`src/rtl/arm_multicycle_ctrl.sv`:
```
// arm_multicycle_ctrl
// Control unit for a multicycle ARM datapath. A main FSM steps each
// instruction through fetch, decode, memory, ALU and branch phases, and
// drives the datapath enables and mux selects for every phase. The N/Z/C/V
// flags and the conditional-execution decision are held here as well.
//
// Ports
//   clk         system clock, rising edge
//   reset       synchronous, active-high
//   Instr       instruction register contents
//   ALUFlags    {N,Z,C,V} from the combinational ALU
//   PCWrite, RegWrite, MemWrite, IRWrite   write enables
//   AdrSrc      memory address select (0=PC, 1=Result)
//   RegSrc      [0] RA1=R15, [1] RA2=Rd
//   ALUSrcA/B, ResultSrc, ImmSrc, ALUControl   datapath selects
//   state       current FSM state (debug)
//
// Build option
//   CTRL_CMP_EN  when defined, cmd=1010 (CMP) decodes as SUB and suppresses
//                the register writeback; otherwise it decodes as ADD.
//
// state  | meaning
// FETCH  | read instruction at PC, PC <= PC+4
// DECODE | read registers, latch condition result
// MEMADR | compute load/store address
// MEMRD  | read data memory
// MEMWB  | write loaded data to Rd
// MEMWR  | write data memory
// EXECR  | ALU op with register operand
// EXECI  | ALU op with immediate operand
// ALUWB  | write ALU result to Rd
// BRANCH | PC <= PC+8+offset
module arm_multicycle_ctrl (
  input  logic        clk,
  input  logic        reset,
  input  logic [31:0] Instr,
  input  logic [3:0]  ALUFlags,
  output logic        PCWrite,
  output logic        RegWrite,
  output logic        MemWrite,
  output logic        IRWrite,
  output logic        AdrSrc,
  output logic [1:0]  RegSrc,
  output logic [1:0]  ALUSrcA,
  output logic [1:0]  ALUSrcB,
  output logic [1:0]  ResultSrc,
  output logic [1:0]  ImmSrc,
  output logic [1:0]  ALUControl,
  output logic [3:0]  state
);

  typedef enum logic [3:0] {
    S_FETCH  = 4'd0,
    S_DECODE = 4'd1,
    S_MEMADR = 4'd2,
    S_MEMRD  = 4'd3,
    S_MEMWB  = 4'd4,
    S_MEMWR  = 4'd5,
    S_EXECR  = 4'd6,
    S_EXECI  = 4'd7,
    S_ALUWB  = 4'd8,
    S_BRANCH = 4'd9
  } state_t;

  state_t     state_q, state_d;
  logic [3:0] flags_q, flags_d;   // {N,Z,C,V}
  logic       condex_q, condex_d;

  logic [1:0] op;
  logic [5:0] funct;
  logic [3:0] cond;
  logic [3:0] cmd;
  assign op    = Instr[27:26];
  assign funct = Instr[25:20];
  assign cond  = Instr[31:28];
  assign cmd   = funct[4:1];

  // Register numbers and immediate bits are consumed by the datapath only.
  logic unused_instr;
  assign unused_instr = ^Instr[19:0];

  logic flag_n, flag_z, flag_c, flag_v;
  assign {flag_n, flag_z, flag_c, flag_v} = flags_q;

  logic cond_pass;
  always_comb begin
    cond_pass = 1'b0;
    case (cond)
      4'b0000: cond_pass = flag_z;
      4'b0001: cond_pass = ~flag_z;
      4'b0010: cond_pass = flag_c;
      4'b0011: cond_pass = ~flag_c;
      4'b0100: cond_pass = flag_n;
      4'b0101: cond_pass = ~flag_n;
      4'b0110: cond_pass = flag_v;
      4'b0111: cond_pass = ~flag_v;
      4'b1000: cond_pass = flag_c & ~flag_z;
      4'b1001: cond_pass = ~flag_c | flag_z;
      4'b1010: cond_pass = (flag_n == flag_v);
      4'b1011: cond_pass = (flag_n != flag_v);
      4'b1100: cond_pass = ~flag_z & (flag_n == flag_v);
      4'b1101: cond_pass = flag_z | (flag_n != flag_v);
      4'b1110: cond_pass = 1'b1;
      default: cond_pass = 1'b0;
    endcase
  end

  // ALU operation for data-processing instructions; unsupported cmds run as ADD.
  logic [1:0] alu_dec;
  logic       no_write;
  always_comb begin
    alu_dec  = 2'b00;
    no_write = 1'b0;
    case (cmd)
      4'b0100: alu_dec = 2'b00;
      4'b0010: alu_dec = 2'b01;
      4'b0000: alu_dec = 2'b10;
      4'b1100: alu_dec = 2'b11;
`ifdef CTRL_CMP_EN
      4'b1010: begin
        alu_dec  = 2'b01;
        no_write = 1'b1;
      end
`endif
      default: alu_dec = 2'b00;
    endcase
  end

  logic in_exec;
  assign in_exec = (state_q == S_EXECR) || (state_q == S_EXECI);

  always_comb begin
    state_d = S_FETCH;
    case (state_q)
      S_FETCH:  state_d = S_DECODE;
      S_DECODE: begin
        case (op)
          2'b01:   state_d = S_MEMADR;
          2'b00:   state_d = funct[5] ? S_EXECI : S_EXECR;
          2'b10:   state_d = S_BRANCH;
          default: state_d = S_FETCH;
        endcase
      end
      S_MEMADR: state_d = funct[0] ? S_MEMRD : S_MEMWR;
      S_MEMRD:  state_d = S_MEMWB;
      S_EXECR,
      S_EXECI:  state_d = S_ALUWB;
      default:  state_d = S_FETCH;
    endcase
  end

  // Flags change at the end of EXEC, so the same instruction's ALUWB still
  // sees its own condex_q, which was latched back in DECODE.
  always_comb begin
    flags_d = flags_q;
    if (in_exec && funct[0] && condex_q) begin
      flags_d[3:2] = ALUFlags[3:2];
      if (alu_dec[1] == 1'b0) flags_d[1:0] = ALUFlags[1:0];
    end
  end

  assign condex_d = (state_q == S_DECODE) ? cond_pass : condex_q;

  always_ff @(posedge clk) begin
    if (reset) begin
      state_q  <= S_FETCH;
      flags_q  <= 4'b0000;
      condex_q <= 1'b0;
    end else begin
      state_q  <= state_d;
      flags_q  <= flags_d;
      condex_q <= condex_d;
    end
  end

  // Per-state datapath controls, decoded from the registered state.
  logic pc_write_c, reg_write_c, mem_write_c, ir_write_c;
  always_comb begin
    pc_write_c  = 1'b0;
    reg_write_c = 1'b0;
    mem_write_c = 1'b0;
    ir_write_c  = 1'b0;
    AdrSrc      = 1'b0;
    ALUSrcA     = 2'b00;
    ALUSrcB     = 2'b00;
    ResultSrc   = 2'b00;
    ALUControl  = 2'b00;
    case (state_q)
      S_FETCH: begin
        ir_write_c = 1'b1;
        pc_write_c = 1'b1;
        ALUSrcA    = 2'b01;
        ALUSrcB    = 2'b10;
        ResultSrc  = 2'b10;
      end
      S_DECODE: begin
        ALUSrcA   = 2'b01;
        ALUSrcB   = 2'b10;
        ResultSrc = 2'b10;
      end
      S_MEMADR: ALUSrcB = 2'b01;
      S_MEMRD:  AdrSrc = 1'b1;
      S_MEMWB: begin
        ResultSrc   = 2'b01;
        reg_write_c = condex_q;
      end
      S_MEMWR: begin
        AdrSrc      = 1'b1;
        mem_write_c = condex_q;
      end
      S_EXECR:  ALUControl = alu_dec;
      S_EXECI: begin
        ALUSrcB    = 2'b01;
        ALUControl = alu_dec;
      end
      S_ALUWB:  reg_write_c = condex_q & ~no_write;
      S_BRANCH: begin
        ALUSrcB    = 2'b01;
        ResultSrc  = 2'b10;
        pc_write_c = condex_q;
      end
      default: ;
    endcase
  end

  // Architectural writes are blocked for the whole time reset is held.
  assign PCWrite  = pc_write_c  & ~reset;
  assign RegWrite = reg_write_c & ~reset;
  assign MemWrite = mem_write_c & ~reset;
  assign IRWrite  = ir_write_c  & ~reset;

  assign ImmSrc    = op;
  assign RegSrc[0] = (op == 2'b10);
  assign RegSrc[1] = (op == 2'b01);
  assign state     = state_q;

endmodule
```
`config.mk`:
```
export PLATFORM = sky130hd
export DESIGN_NAME = arm_multicycle_ctrl
export DESIGN_NICKNAME = d
export VERILOG_FILES = /design/src/rtl/arm_multicycle_ctrl.sv
export SDC_FILE = /design/constraint.sdc
export NUM_CORES = 1
export LEC_CHECK = 0
export BUFFER_PORTS_ARGS = -buffer_cell sky130_fd_sc_hd__buf_2
export CELL_PAD_IN_SITES_DETAIL_PLACEMENT = 2
export CELL_PAD_IN_SITES_GLOBAL_PLACEMENT = 2
export CORE_UTILIZATION = 22
export CTS_BUF_LIST = sky130_fd_sc_hd__clkbuf_8
export CTS_CLUSTER_SIZE = 8
export DETAILED_ROUTE_END_ITERATION = 10
export GPL_TIMING_DRIVEN = 1
export PLACE_DENSITY_LB_ADDON = 0.1
export SKIP_CTS_REPAIR_TIMING = 1
export SLEW_MARGIN = 20
export SYNTH_ARGS = -nofsm -noshare
export SYNTH_HDL_FRONTEND = slang
export SYNTH_SLANG_ARGS = --single-unit
```
`constraint.sdc`:
```
create_clock -name clk -period 2.1 [get_ports clk]
set_input_delay 0 -clock clk [delete_from_list [all_inputs] [get_ports clk]]
set_output_delay 0 -clock clk [all_outputs]
set_load 0.01 [all_outputs]
```
==> results.yml, run 1 <==
run_status:
  status: "finished clean"
sta:
  hold_violations: 0
  setup_slack_ns: 0.461
  final.period_utilization_pct: 78.1
  clock_skew_ns: 0.00423
  slew_violations: 0
  fin_setup_tns_ns: 0
  fin_crit_ns: 1.64
  grt_setup_unrepaired: "false"
  whs_ns: 0.0195
  clock.fmax_mhz: 610
  setup-violations-final: 0
synth:
  synth-edff-count: 0
  ys_types: 38
  synthCells: 105
  ys_seq_area_share_pct: 22.4
  synth_warnings: 0
  ys_seq_elements: 9
  synth-main-ff-cell: "dfxtp_1"
  avgSynthCellArea_um2: 7.67
  synth-async-reset-ratio_pct: 0
  synthesis.area_um2: 806
  synthesis.nets: 143
place:
  preCtsSetupSlack_ns: 0.454
  portBuffers: 37
  place_congestion: 0.671
  hpwl_mm: 2.00
job:
  max-cap-violations: 0
floorplanning:
  coreArea_mm2: 0.00342
  ios: 59
  die_area_mm2: 0.00391
  die_x_um: 62.5
  std_cell_rows: 21
  dieHeight_um: 62.5
  start_util_pct: 23.6
clock_tree:
  h-tree-depth: 1
  cts_root_buffer: "clkbuf_8"
  cts_buffers: 3
  clock_latency_ns: 0.23
  path_clk_slew_ns: 0.05
  cts_tree: "done"
  cts.path.max_buffers: 2
  cts.sinks: 9
power:
  cellPowerDensity_mw_per_mm2: 534
  combPwrFrac_pct: 26.9
  clkPwrFrac_pct: 36.7
  p_sw_share_pct: 31.3
  p_switching_uw: 170
  seqPwrFrac_pct: 36.4
  intPower_uw: 373
  power.leakage_nw: 0.465
  ir_drop_v: 0.000282
worst_setup_path:
  endpoint: "flags_q[1]"
  r2r-start: "state[2]"
  crit_family: "simple AND/OR/NAND/NOR gates"
  rr_worst_depth: 5
  worstPathMaxFanout: 12
  worst-path-buf-inv: 0
  start_kind: "flop"
  rr_endpoint: "flags_q[1]"
  rrSetupSlack_ns: 0.46
  endpoint_kind: "flop"
  worstPathArrival_ns: 1.76
  startpoint: "state[2]"
  cp.required_ns: 2.22
  slowest_delay_ns: 0.59
  crit_cells: 5
  slowest_stage: "dfxtp_1"
  cp_cell_sequence: "and2b_1, nand4_2, nor2_1, mux2i_1, nor2_1"
  critPathKind: "reg -> reg"
  cpMostUsedCell: "nor2_1"
drt:
  drt_iter0_drc: 16
  wl_mm: 2.47
  wl_per_cell_um: 13.5
  drc: 0
  drtAntennaViolNets: 0
  vias: 854
  dr.pass1.iters: 3
  drt-vias-per-instance: 4.67
grt:
  grt_pass1_wl_mm: 4.18
  grtUsageTotal_pct: 13.2
  grt-ovfl-total: 0
  grt_pass1_vias: 917
  antenna_found_initial: 0
  grt_max_degree: 14
layout:
  syn_to_final_growth_pct: 26.1
  layout-drive-gt1-share_pct: 34.3
  insertedDiodeCount: 0
  final_nets: 176
  fillers: 419
min_path:
  min-delay-path-class: "in -> reg"
-- per-stage QoR --
stage          cell area, µm²  cells  power, mW  util [%]
6_report                 1020    183      0.542      29.7
5_1_grt                  1020    183      0.587      29.7
4_1_cts                  1020    183      0.554      29.7
3_5_place_dp              971    179      0.349      28.4
3_3_place_gp              971    179      0.345      28.4
2_1_floorplan             806    105      0.298         -
-- tightest hold or removal path, stage by stage --
cell,delay [ns]
buf_2,0.08
mux2i_1,0.05
nor2_1,0.08
-- synth_stat cells (all sizes together) (4+ instances only) --
library cell | instances | area, µm²
a21oi | 5 | 25.0
buf | 7 | 63.8
dfxtp | 9 | 180
mux2i | 4 | 40.0
nand2 | 5 | 18.8
nor2 | 14 | 52.6
nor2b | 5 | 31.3
nor3 | 9 | 56.3
o21ai | 5 | 25.0
xnor2 | 5 | 43.8
-- registers in the layout, summed over array words and instances, names as in the netlist --
register	flops
condex_q	1
flags_q	4
state	4
-- layer usage --
layer  up-vias  track usage (%)  routed length (µm)
met5         -                0                   0
met4         0            0.872                   0
met3         0             3.10                 103
met2        25             23.0                1180
met1       402             17.1                1190
li1        427                -                   -
-- kinds of logic (layout without fill, tap and decap cells) --
logic type	after synthesis	after routing	share of synthesized area, %
AO/OA/AOI/OAI	20	20	15.5
XOR/XNOR	8	8	8.70
buffers and inverters	13	45	12.0
flip-flops	9	9	22.4
multiplexers	4	4	4.97
other	1	1	0.465
AND/OR/NAND/NOR	50	50	36.0
-- how the worst min path moves through the flow --
stage / startpoint / end / slack [ns] / cells after the start
floorplan: Instr[27] / RegSrc[1] / 0.05 / 1
global placement: ALUFlags[3] / flags_q[3] / 0.24 / 3
detailed placement: Instr[26] / ImmSrc[0] / 0.25 / 2
CTS: ALUFlags[1] / flags_q[1] / 0.02 / 3
global route: ALUFlags[2] / flags_q[2] / 0.03 / 3
finish: ALUFlags[2] / flags_q[2] / 0.02 / 3
-- power by group through the flow --
stage / clock (mW) / combinational, mW / sequential (mW)
4_1_cts: 0.208 / 0.148 / 0.198
3_5_place_dp: 0 / 0.148 / 0.201
6_report: 0.199 / 0.146 / 0.197
5_1_grt: 0.224 / 0.163 / 0.200
3_3_place_gp: 0 / 0.144 / 0.201
2_1_floorplan: 0 / 0.108 / 0.189
-- area by class of cell --
cell class,instances,area (µm²),share of cell area [%]
timing repair buffer,38,193,19.0
tap,46,57.6,5.67
clock buffer,3,41.3,4.06
inverter,3,11.3,1.11
sequential,9,180,17.7
clock inverter,1,3.75,0.369
multi-input combinational,83,529,52.1
-- cells in the final DEF, fill, tap and decap left out, types with 2 or more instances in the layout --
| master | count |
|---|---|
| nor3_1 | 8 |
| clkbuf_8 | 3 |
| nor2_1 | 14 |
| or2b_2 | 2 |
| a21oi_1 | 5 |
| nand3_1 | 2 |
| mux2i_1 | 4 |
| xnor2_1 | 5 |
| inv_1 | 4 |
| o21ai_0 | 5 |
| dfxtp_1 | 9 |
| xor2_1 | 3 |
| nor2b_1 | 5 |
| buf_2 | 37 |
| nand2b_1 | 2 |
| o2bb2ai_1 | 2 |
| nand2_1 | 5 |
| a31oi_1 | 3 |
Note: power is estimated with default switching activity, not from simulation.
==> run 2: changes to the inputs <==
- CORE_UTILIZATION: 22 -> 20
- clock period: 2.1 -> 1.6 ns (I/O delays scaled with it)
==> run 2 against run 1 <==
Power rose by 35%. Sequential share of layout area fell by 0.65 points. Count of clock-buffer cells in the layout did not move. Clock power rose by 34%. Global-route usage fell by 0.78 points. Register-to-register slack got worse by 0.33 ns. First-iteration DRC count fell by 13%. Worst hold slack got worse by 0.011 ns. Setup slack got worse by 0.35 ns.
==> results.yml, run 2 (synthesis gave the netlist of run 1 again) <==
floorplanning:
  die_area_mm2: 0.00429
  start_util_pct: 21.4
  die_x_um: 65.5
  ios: 59
  coreArea_mm2: 0.00377
  dieHeight_um: 65.5
  std_cell_rows: 22
sta:
  setup-violations-final: 0
  final.period_utilization_pct: 93.1
  slew_violations: 0
  hold_violations: 0
  clock.fmax_mhz: 671
  whs_ns: 0.00884
  fin_crit_ns: 1.49
  clock_skew_ns: 0.00613
  fin_setup_tns_ns: 0
  grt_setup_unrepaired: "false"
drt:
  wl_mm: 2.43
  drt_iter0_drc: 14
  drc: 0
  drtAntennaViolNets: 0
  wl_per_cell_um: 12.9
  vias: 862
  dr.pass1.iters: 2
  drt-vias-per-instance: 4.56
clock_tree:
  cts_root_buffer: "clkbuf_8"
  cts.path.max_buffers: 2
  h-tree-depth: 1
  cts_tree: "done"
  clock_latency_ns: 0.24
  path_clk_slew_ns: 0.05
  cts_buffers: 3
  cts.sinks: 9
grt:
  met1_usage_pct: 16.3
  grt_pass1_wl_mm: 4.10
  antenna_found_initial: 0
  grt_max_degree: 13
  top_usage_layer: "met2"
  grtUsageMet2_pct: 20.2
  globalRouteMet3Util_pct: 2.43
  grt_pass1_vias: 910
  grt-ovfl-total: 0
  grtUsageTotal_pct: 12.4
run_status:
  status: "finished clean"
layout:
  insertedDiodeCount: 0
  mostFrequentLayoutCells: "buf_2 (37), nor2_1 (14), dfxtp_1 (9), nor3_1 (8)"
  layout-drive-gt1-share_pct: 37.6
  fillers: 457
  final_nets: 180
  finalNonFillerCells: 189
  final_common_cell: "buf_2"
  syn_to_final_growth_pct: 30.9
worst_setup_path:
  worstPathArrival_ns: 1.49
  rr_endpoint: "condex_q"
  rrSetupSlack_ns: 0.13
  critPathKind: "reg -> out"
  worstPathMaxFanout: 5
  endpoint_kind: "output pin"
  r2r-start: "flags_q[3]"
  rr_worst_depth: 5
  start_kind: "flop"
  cp.required_ns: 1.60
place:
  portBuffers: 37
  place_congestion: 0.686
  hpwl_mm: 2.03
  dpl.cell_count: 185
power:
  combPwrFrac_pct: 30.0
  cellPowerDensity_mw_per_mm2: 693
  p_sw_share_pct: 31.4
  p_switching_uw: 229
  ir_drop_v: 0.000463
  power.leakage_nw: 0.485
  seqPwrFrac_pct: 33.5
  clkPwrFrac_pct: 36.6
  intPower_uw: 501
min_path:
  whs_path_depth: 3
  min-delay-path-class: "in -> reg"
  min_from: "ALUFlags[3]"
  min_to: "flags_q[3]"
job:
  max-cap-violations: 0
run 2: cell types whose count changed in the layout (fill, tap and decap cells not counted), sizes merged:
cell,before,now
buf,38,42
inv,4,3
clkinv,0,1
run 2: worst max-delay path by stage:
stage                    start  depth (start not counted)          to
floorplan             state[2]                          6  flags_q[0]
CTS                   state[3]                          4     IRWrite
global route          state[3]                          4     IRWrite
global placement    flags_q[3]                          5    condex_q
finish                state[3]                          4     IRWrite
detailed placement  flags_q[3]                          5    condex_q
run 2: stage by stage:
step	worst slack (ns)	power (mW)	utilization [%]	area [µm²]
5_1_grt	0.0274	0.787	28.0	1050
2_1_floorplan	0.219	0.391	-	806
4_1_cts	0.0855	0.744	27.8	1050
3_5_place_dp	0.121	0.472	26.6	1000
3_3_place_gp	0.154	0.465	26.6	1000
6_report	0.110	0.731	28.0	1050
run 2: worst max-delay path, cell delays in order, from the launching register on:
cell,delay (ns)
dfxtp_1,0.33
or3_1,0.44
buf_4,0.18
nor3_1,0.14
buf_2,0.16
run 2: layout make-up:
class | count | area, µm² | area share [%]
tap | 48 | 60.1 | 5.69
clock buffer | 3 | 41.3 | 3.91
multi-input combinational | 83 | 534 | 50.7
inverter | 3 | 11.3 | 1.07
timing repair buffer | 42 | 223 | 21.1
sequential | 9 | 180 | 17.1
clock inverter | 1 | 5.00 | 0.474
run 2: power by group through the flow:
stage	Clock (mW)	Sequential, mW	Combinational (mW)
finish	0.267	0.245	0.219
detailed placement	0	0.249	0.222
floorplan	0	0.249	0.142
CTS	0.276	0.245	0.223
global route	0.297	0.246	0.243
global placement	0	0.248	0.217
run 2: metal layers:
layer | wire (µm) | vias up
met5 | 0 | -
met4 | 21 | 0
met3 | 114 | 2
met2 | 1090 | 24
met1 | 1210 | 403
li1 | - | 433
